<file path="src/rtl/fb_line_fetch_if.sv">
// Word-addressed memory read port between fb_line_fetch (master) and the memory arbiter (slave).
interface fb_line_fetch_if #(
  parameter int unsigned ADDR_W = 24
);
  logic              mem_req;
  logic [ADDR_W-1:0] mem_addr;
  logic              mem_ack;
  logic [15:0]       mem_rdata;

  modport master (output mem_req, output mem_addr, input mem_ack, input mem_rdata);
  modport slave  (input mem_req, input mem_addr, output mem_ack, output mem_rdata);
endinterface

</file>
<file path="src/rtl/fb_line_fetch.sv">
// Prefetches the next 1bpp framebuffer line into a ping-pong buffer and serves pixels with 1-cycle latency.
// Define FB_LINE_FETCH_STATS_EN to add underrun_count and frame_count outputs.
module fb_line_fetch #(
  parameter int unsigned FB_WIDTH  = 512,
  parameter int unsigned FB_HEIGHT = 512,
  parameter int unsigned V_TOTAL   = 628,
  parameter int unsigned ADDR_W    = 24,
  parameter int unsigned FB_BASE   = 0
) (
  input  logic            clk,
  input  logic            rst,
  input  logic [9:0]      x,
  input  logic [9:0]      y,
  fb_line_fetch_if.master mem,
  output logic            framebuffer_pixel,
  output logic            busy,
  output logic            underrun
`ifdef FB_LINE_FETCH_STATS_EN
  ,
  output logic [7:0]      underrun_count,
  output logic [15:0]     frame_count
`endif
);

  localparam int unsigned WORDS = FB_WIDTH / 16;
  localparam int unsigned WI_W  = (WORDS > 1) ? $clog2(WORDS) : 1;
  localparam int unsigned XY_W  = 10;
  localparam int unsigned YI_W  = XY_W + 1;

  typedef enum logic {IDLE, REQ} state_t;

  state_t            state, state_nx;
  logic [XY_W-1:0]   tgt, tgt_nx, t_new;
  logic [WI_W-1:0]   widx, widx_nx;
  logic [1:0]        valid, valid_nx;
  logic [YI_W-1:0]   y_inc;
  logic [ADDR_W-1:0] addr_nx;
  logic [15:0]       rd_word;
  logic              trig, overrun, wr_en, last_w, underrun_nx, pix_nx;

  logic [15:0] line_buf [2][WORDS];

  // Trigger decode: prefetch line y+1, or line 0 on the last line of the frame
  always_comb begin
    trig  = 1'b0;
    t_new = '0;
    y_inc = {1'b0, y} + YI_W'(1);
    if (x == XY_W'(FB_WIDTH)) begin
      if (y_inc < YI_W'(FB_HEIGHT)) begin
        trig  = 1'b1;
        t_new = y_inc[XY_W-1:0];
      end else if (y == XY_W'(V_TOTAL - 1)) begin
        trig  = 1'b1;
      end
    end
  end

  // Fetch FSM next-state; a trigger always wins over an ack in the same cycle
  always_comb begin
    state_nx    = state;
    tgt_nx      = tgt;
    widx_nx     = widx;
    valid_nx    = valid;
    underrun_nx = underrun;
    overrun     = 1'b0;
    wr_en       = 1'b0;
    last_w      = (widx == WI_W'(WORDS - 1));
    if (trig) begin
      overrun            = (state == REQ);
      underrun_nx        = underrun | overrun;
      valid_nx[t_new[0]] = 1'b0;
      tgt_nx             = t_new;
      widx_nx            = '0;
      state_nx           = REQ;
    end else if ((state == REQ) && mem.mem_ack) begin
      wr_en = 1'b1;
      if (last_w) begin
        valid_nx[tgt[0]] = 1'b1;
        state_nx         = IDLE;
      end else begin
        widx_nx = widx + WI_W'(1);
      end
    end
    addr_nx = ADDR_W'(FB_BASE) + ADDR_W'(tgt_nx) * ADDR_W'(WORDS) + ADDR_W'(widx_nx);
  end

  always_ff @(posedge clk or posedge rst) begin
    if (rst) begin
      state        <= IDLE;
      tgt          <= '0;
      widx         <= '0;
      valid        <= '0;
      underrun     <= 1'b0;
      busy         <= 1'b0;
      mem.mem_req  <= 1'b0;
      mem.mem_addr <= '0;
    end else begin
      state       <= state_nx;
      tgt         <= tgt_nx;
      widx        <= widx_nx;
      valid       <= valid_nx;
      underrun    <= underrun_nx;
      busy        <= (state_nx == REQ);
      mem.mem_req <= (state_nx == REQ);
      if (state_nx == REQ) mem.mem_addr <= addr_nx;
    end
  end

  // Line buffer storage is intentionally not reset
  always_ff @(posedge clk) begin
    if (wr_en) line_buf[tgt[0]][widx] <= mem.mem_rdata;
  end

  // Pixel path: bit 15 of each word is the leftmost pixel
  always_comb begin
    rd_word = line_buf[y[0]][x[WI_W+3:4]];
    pix_nx  = (x < XY_W'(FB_WIDTH)) && (y < XY_W'(FB_HEIGHT)) && valid[y[0]] && rd_word[~x[3:0]];
  end

  always_ff @(posedge clk or posedge rst) begin
    if (rst) framebuffer_pixel <= 1'b0;
    else     framebuffer_pixel <= pix_nx;
  end

`ifdef FB_LINE_FETCH_STATS_EN
  always_ff @(posedge clk or posedge rst) begin
    if (rst) begin
      underrun_count <= '0;
      frame_count    <= '0;
    end else begin
      if (overrun && (underrun_count != 8'd255)) underrun_count <= underrun_count + 8'd1;
      if (wr_en && last_w && (tgt == '0)) frame_count <= frame_count + 16'd1;
    end
  end
`endif

endmodule

</file>
<file path="src/flat_wrapper.sv">
// flat-port wrapper written by rule: the top's interface ports become plain ports
module fb_line_fetch_flat 
#(
  parameter int unsigned FB_WIDTH  = 512,
  parameter int unsigned FB_HEIGHT = 512,
  parameter int unsigned V_TOTAL   = 628,
  parameter int unsigned ADDR_W    = 24,
  parameter int unsigned FB_BASE   = 0
)
  (clk, rst, x, y, framebuffer_pixel, busy, underrun, mem_mem_req, mem_mem_addr, mem_mem_ack, mem_mem_rdata);
  fb_line_fetch_if #(.ADDR_W(ADDR_W)) mem_i ();
  input  logic clk;
  input  logic rst;
  input  logic [9:0] x;
  input  logic [9:0] y;
  output logic framebuffer_pixel;
  output logic busy;
  output logic underrun;
  output wire logic [$bits(mem_i.mem_req)-1:0] mem_mem_req;
  output wire logic [$bits(mem_i.mem_addr)-1:0] mem_mem_addr;
  input wire logic [$bits(mem_i.mem_ack)-1:0] mem_mem_ack;
  input wire logic [$bits(mem_i.mem_rdata)-1:0] mem_mem_rdata;
  assign mem_mem_req = mem_i.mem_req;
  assign mem_mem_addr = mem_i.mem_addr;
  assign mem_i.mem_ack = mem_mem_ack;
  assign mem_i.mem_rdata = mem_mem_rdata;
  fb_line_fetch #(.FB_WIDTH(FB_WIDTH), .FB_HEIGHT(FB_HEIGHT), .V_TOTAL(V_TOTAL), .ADDR_W(ADDR_W), .FB_BASE(FB_BASE)) u_core (.clk(clk), .rst(rst), .x(x), .y(y), .mem(mem_i), .framebuffer_pixel(framebuffer_pixel), .busy(busy), .underrun(underrun));
endmodule
</file>
<file path="config.mk">
export PLATFORM = sky130hd
export DESIGN_NAME = fb_line_fetch_flat
export DESIGN_NICKNAME = d
export VERILOG_FILES = /design/src/rtl/fb_line_fetch_if.sv /design/src/rtl/fb_line_fetch.sv /design/src/flat_wrapper.sv
export SDC_FILE = /design/constraint.sdc
export NUM_CORES = 1
export LEC_CHECK = 0
export CORE_MARGIN = 3
export CORE_UTILIZATION = 26
export DETAILED_ROUTE_END_ITERATION = 8
export HOLD_SLACK_MARGIN = 0.05
export PLACE_DENSITY_LB_ADDON = 0.25
export SYNTH_ARGS = -nofsm -noshare
export SYNTH_HDL_FRONTEND = slang
export SYNTH_SLANG_ARGS = --single-unit
</file>
<file path="constraint.sdc">
create_clock -name clk -period 4.9 [get_ports clk]
set_clock_uncertainty 0.1 [all_clocks]
set_input_delay 0.98 -clock clk [delete_from_list [all_inputs] [get_ports clk]]
set_output_delay 0.98 -clock clk [all_outputs]
set_load 0.02 [all_outputs]
</file>
## Word level (Yosys, flattened, before mapping)

Memory sizes are Yosys's and may differ from the RTL's.
Cells that the tools add are included.

- Bits in registers: 44
- RAM bits: 1024
- Word-level logic and storage cells: 75
- Memories: 1

Memories:

| memory | depth | bits a word | rd ports | clocked after Yosys merged registers in | wr ports | line | RTL |
|---|---|---|---|---|---|---|---|
| u_core.line_buf | 2 | 512 | 1 | 0 | 1 | fb_line_fetch.sv:41 | `logic [15:0] line_buf [2][WORDS];` |

- Add/sub/neg operators: 3
- $lt $le $gt $ge: 12
- Equality and inequality tests: 3
- Muxes and demuxes: 32
- Bitwise operators: 7
- Reduce and logical (&&, ||, !) cells: 10

Operators with widths:

| kind | count |
|---|---|
| 2-to-1 mux 512 bit | 1 |
| binary-select mux 16 bit (select 5 bit) | 1 |
| demux 16 bit (select 5 bit) | 1 |
| 2-to-1 mux 16 bit | 3 |
| 2-to-1 mux 10 bit | 3 |
| == test 10 bit, second input constant | 2 |
| < comparator 10 bit, second input constant | 2 |
| adder 15 x 5 -> 16 bit | 1 |
| 2-to-1 mux 5 bit | 3 |
| 2-to-1 mux 1 bit | 14 |
| greater-or-equal comparator 6 bit, second input constant | 2 |
| NOT 5 -> 6 bit | 2 |
| adder 10 x 1 -> 11 bit, second input constant | 1 |
| < comparator 11 x 10 -> 1 bit, second input constant | 1 |
| logical AND 1 bit | 7 |
| < comparator 1 x 2 -> 1 bit, second input constant | 3 |
| < comparator 6 x 1 -> 1 bit, second input constant | 1 |
| 2-to-1 mux 2 bit | 3 |
| adder 5 x 1 -> 5 bit, second input constant | 1 |
| == test 5 bit, second input constant | 1 |
| < comparator 4 x 5 -> 1 bit, second input constant | 1 |
| binary-select mux 1 bit (select 4 bit) | 1 |
| NOT 4 bit | 1 |
| nonzero test 2 bit | 2 |
| other kinds (7) | 9 |

## Longest topological paths before layout

- Depth after elaboration: 11
- Mapped depth: 13

## Worst setup path before layout

Ideal clock, no wire load.

- Kind: input-to-reg
- Start point: in y[0]
- End point: mem u_core.line_buf[0][0] (netlist bit), enable pin
- Library setup time: 432 ps
- Arrival: 3705 ps
- Slack: 663 ps
- Cell stages on the path: 7
- Path buffers: 2
- Cells stage by stage: buf_6 buf_12 and4_1 nand4_1 mux2i_1 o21a_1 nor4_1

- Word-level cells in the longest chain between the ends: 7
- Elaborated cells on any way between the ends: 9

RTL lines:

| what | line | RTL |
|---|---|---|
| from (decl) | flat_wrapper.sv:15 | `input logic [9:0] y;` |
| adder 10 x 1 -> 11 bit / == test 10 bit (equally long branches) | fb_line_fetch.sv:47, fb_line_fetch.sv:52 |  |
| < comparator 11 x 10 -> 1 bit / 2-to-1 mux 1 bit (equally long branches) | fb_line_fetch.sv:49, fb_line_fetch.sv:52 |  |
| 2-to-1 mux 1 bit * | fb_line_fetch.sv:49 | `if (y_inc < YI_W'(FB_HEIGHT)) begin` |
| 2-to-1 mux 1 bit * | fb_line_fetch.sv:48 | `if (x == XY_W'(FB_WIDTH)) begin` |
| 2-to-1 mux 1 bit * | fb_line_fetch.sv:68 | `if (trig) begin` |
| 2-to-1 mux 1 bit * | fb_line_fetch.sv:111 | `if (wr_en) line_buf[tgt[0]][widx] <= mem.mem_rdata;` |
| 2-to-1 mux 512 bit (implied by the code) * | fb_line_fetch.sv:111 |  |
| to (decl) | fb_line_fetch.sv:41 |  |

Mark *: on every way between the ends. The rest lies on a longest branch, timed or not.

## Worst setup path after layout

- Start point: in y[2]
- End point: mem u_core.line_buf[0][476] (netlist bit), enable pin

Same word-level chain as after synthesis.

==> results by group <==
Run status
  – Status: completed

Layout
  – Filler cell count: around 15000
  – Nets: roughly 2300
  – Finished Cell Area: between 40000 and 50000 um2
  – Core Util, Final: 30.8%
  – Final std cells w/o fill: 4384
  – Share of layout cells above drive strength 1: 23.8%
  – Most common cell after layout, fill and taps aside: edfxtp_1
  – Commonest cells after routing, fill and taps aside: edfxtp_1 (1024), mux4_2 (173), buf_4 (131)
  – Layout overhead on the synthesized area: 17.1%

Timing
  – # setup viols final: 0
  – Minimum clock period: roughly 4.4 ns
  – Worst Tran Pin Value: ~1.2 ns
  – Worst rel slew slack: 20.8%
  – Setup TNS: 0 ns
  – Fin. max-slew vios: 0
  – WHS: 0.369 ns
  – Fmax: 0.228 GHz
  – Tcrit/Tclk final: roughly nine tenths
  – RSZ-0062 raised after global routing: no
  – Final hold violations: 0
  – Setup WS post-layout: between 0.5 and 0.6 ns

Floorplanning
  – I/O pin cnt: 67
  – Initial Util: roughly a quarter
  – Die area: 164000 um2
  – Chip Height: 405 um
  – Die width: 405 um
  – Core footprint: 157000 um2
  – Std-Cell Rows: 145

Yosys
  – Netlist cell types: 68
  – Mapped Cells: 2037
  – Mapped Area: approximately 41000 um2
  – EDFF count, synth: 1024
  – YS warnings: 0
  – Post-synthesis register bit count: about 1100
  – Synth async-reset ratio: 3.31%
  – Synthesized area per cell: 20.3 um2
  – Seq/Total Area, Yosys: 76.4%
  – Most frequently used flop master after synthesis: edfxtp_1

CTS
  – Post-CTS Resized: 0
  – H-tree depth: 3
  – Clk Latency, worst-skew pair: 0.69 ns
  – Setup Buffers After CTS: 0
  – Hold buffer count at CTS: 0
  – Clock Tree Buf Depth: 3
  – CTS buffer count: 110
  – Clk root buf: clkbuf_16
  – CTS tree: built
  – Worst-path clk slew: 0.06 ns
  – Clk sinks: 1059

Worst hold path
  – Hold crit path type: flop to flop
  – WHS Path Cells: 1

Critical path
  – Crit-path max cell delay: around 0.9 ns
  – Worst r2r path cells: 5
  – Worst Setup Path Type: input pin to flop
  – Worst path slowest cell: nor3_1
  – Critical Path RT: 5.17 ns
  – Critical Path Start Type: input pin
  – Crit-path cells: clkdlybuf4s50_1 > and4_1 > nand4_1 > mux2i_1 > o21a_1 > nor3_1 > nand2_1 > nor2_1 > buf_4
  – CP endpoint kind: flop
  – Crit path DAT: 4.64 ns
  – CP max FO: 9

GRT
  – GRT Util Overall: 14.2%
  – First-pass GRT wire length: 166000 um
  – Largest net degree at the start of global routing: 65
  – Initial antenna violation count: 10
  – Vias in the first global route: 21155
  – Gr ovfl total: 0

Place
  – Worst slack at placement: -0.124 ns
  – Port Buffers: 57
  – Placed Cells: roughly 4200
  – Post-DP HPWL: 74200 um
  – Final GP Congestion: 0.835
  – Placed cell areas: 44900 um2

Power and ir drop
  – Pwr Density: 397 nW/um2
  – Final Total Pwr: 19.3 mW
  – Leakage: 15.5 nW
  – Peak supply drop: 0.000277 V

Run
  – Max cap viols: 0

Route
  – Mean number of vias per cell: slightly below 5
  – WL/cell: around 27 um
  – Post-route ant nets: 0
  – DRT Pass-1 Iters: 5
  – Routed via count: between 20000 and 25000
  – Post-route DRC: 0
  – Final wirelength: 119000 um
  – Initial drt markers: 2307
==> final cells by class <==
type | instances | area (um2) | area share (%)
Sequential cell | 1059 | 31600 | 65.2
Multi-Input combinational cell | 855 | 9060 | 18.7
Clock buffer | 130 | 2870 | 5.92
Tap cell | 2058 | 2570 | 5.31
Timing Repair Buffer | 196 | 1630 | 3.36
Clock inverter | 76 | 694 | 1.43
Inverter | 8 | 30.0 | 0.0619
Antenna cell | 2 | 5.00 | 0.0103
==> registers in the layout, indices dropped and copies added (netlist names) <==
name / flops
u_core.framebuffer_pixel: 1
u_core.valid: 2
u_core.mem.mem_req: 1
u_core.line_buf: 1024
u_core.mem.mem_addr: 15
u_core.underrun: 1
u_core.tgt: 10
u_core.widx: 5
==> per-layer routing <==
layer,global-route usage (%),wire length [um],vias to the layer above,share of wire (%)
li1,-,-,8852,-
met1,20.1,52300,11386,44
met2,22.0,54600,799,46
met3,3.20,8420,169,7.1
met4,4.05,3190,2,2.7
met5,0,10,-,0.0084
==> kinds of logic after synthesis <==
| group | synth area share [%] |
|---|---|
| buffers and inverters | 1.91 |
| muxes | 14.6 |
| AOI/OAI and AO/OA | 3.99 |
| xor gates and xnor gates | 0.169 |
| and+or+nand+nor | 2.77 |
| adders and majority gates | 0.151 |
| other | 0.00905 |
| DFF | 76.4 |
==> worst max-delay path, delay by kind of cell <==
family          cells  cell delay [ns]
buf+inv             2             0.91
simple gates        5             2.24
mux                 1             0.23
compound gates      1             0.25
==> report_power, final <==
part           internal (mW)  switching, mW  leakage, nW
clock                   4.81           3.46         1.76
sequential              9.94         0.0185         9.68
combinational          0.333          0.701         4.09
total                   15.1           4.18         15.5
==> synth_stat cells (17+ instances only) <==
cell type / number / area [um2]
o22ai_1: 23 / 144
mux4_1: 19 / 499
mux2_2: 36 / 405
a221oi_1: 18 / 158
mux4_2: 173 / 3900
o221ai_1: 28 / 245
nand3_1: 17 / 85.1
buf_4: 25 / 188
mux2i_1: 126 / 1260
nand2_1: 74 / 278
edfxtp_1: 1024 / 30700
nor2_1: 86 / 323
a211oi_1: 20 / 150
a21oi_1: 38 / 190
a22oi_1: 22 / 165
dfrtp_1: 35 / 876
buf_2: 42 / 210
o21ai_0: 24 / 120
clkbuf_1: 37 / 139
==> path summary, 6_finish.rpt <==
check                                   start                 endpoint  slack (ns)
setup / recovery                         y[2]  u_core.line_buf[0][476]        0.52
hold / removal                u_core.underrun          u_core.underrun        0.37
setup reg to reg           u_core.mem.mem_req  u_core.line_buf[0][476]        1.62
hold reg to reg               u_core.underrun          u_core.underrun        0.37
max in group asynchronous                 rst  u_core.mem.mem_addr[10]        3.45
min in group asynchronous                 rst          u_core.underrun        0.56
Note: power is estimated with default switching activity, not from simulation.
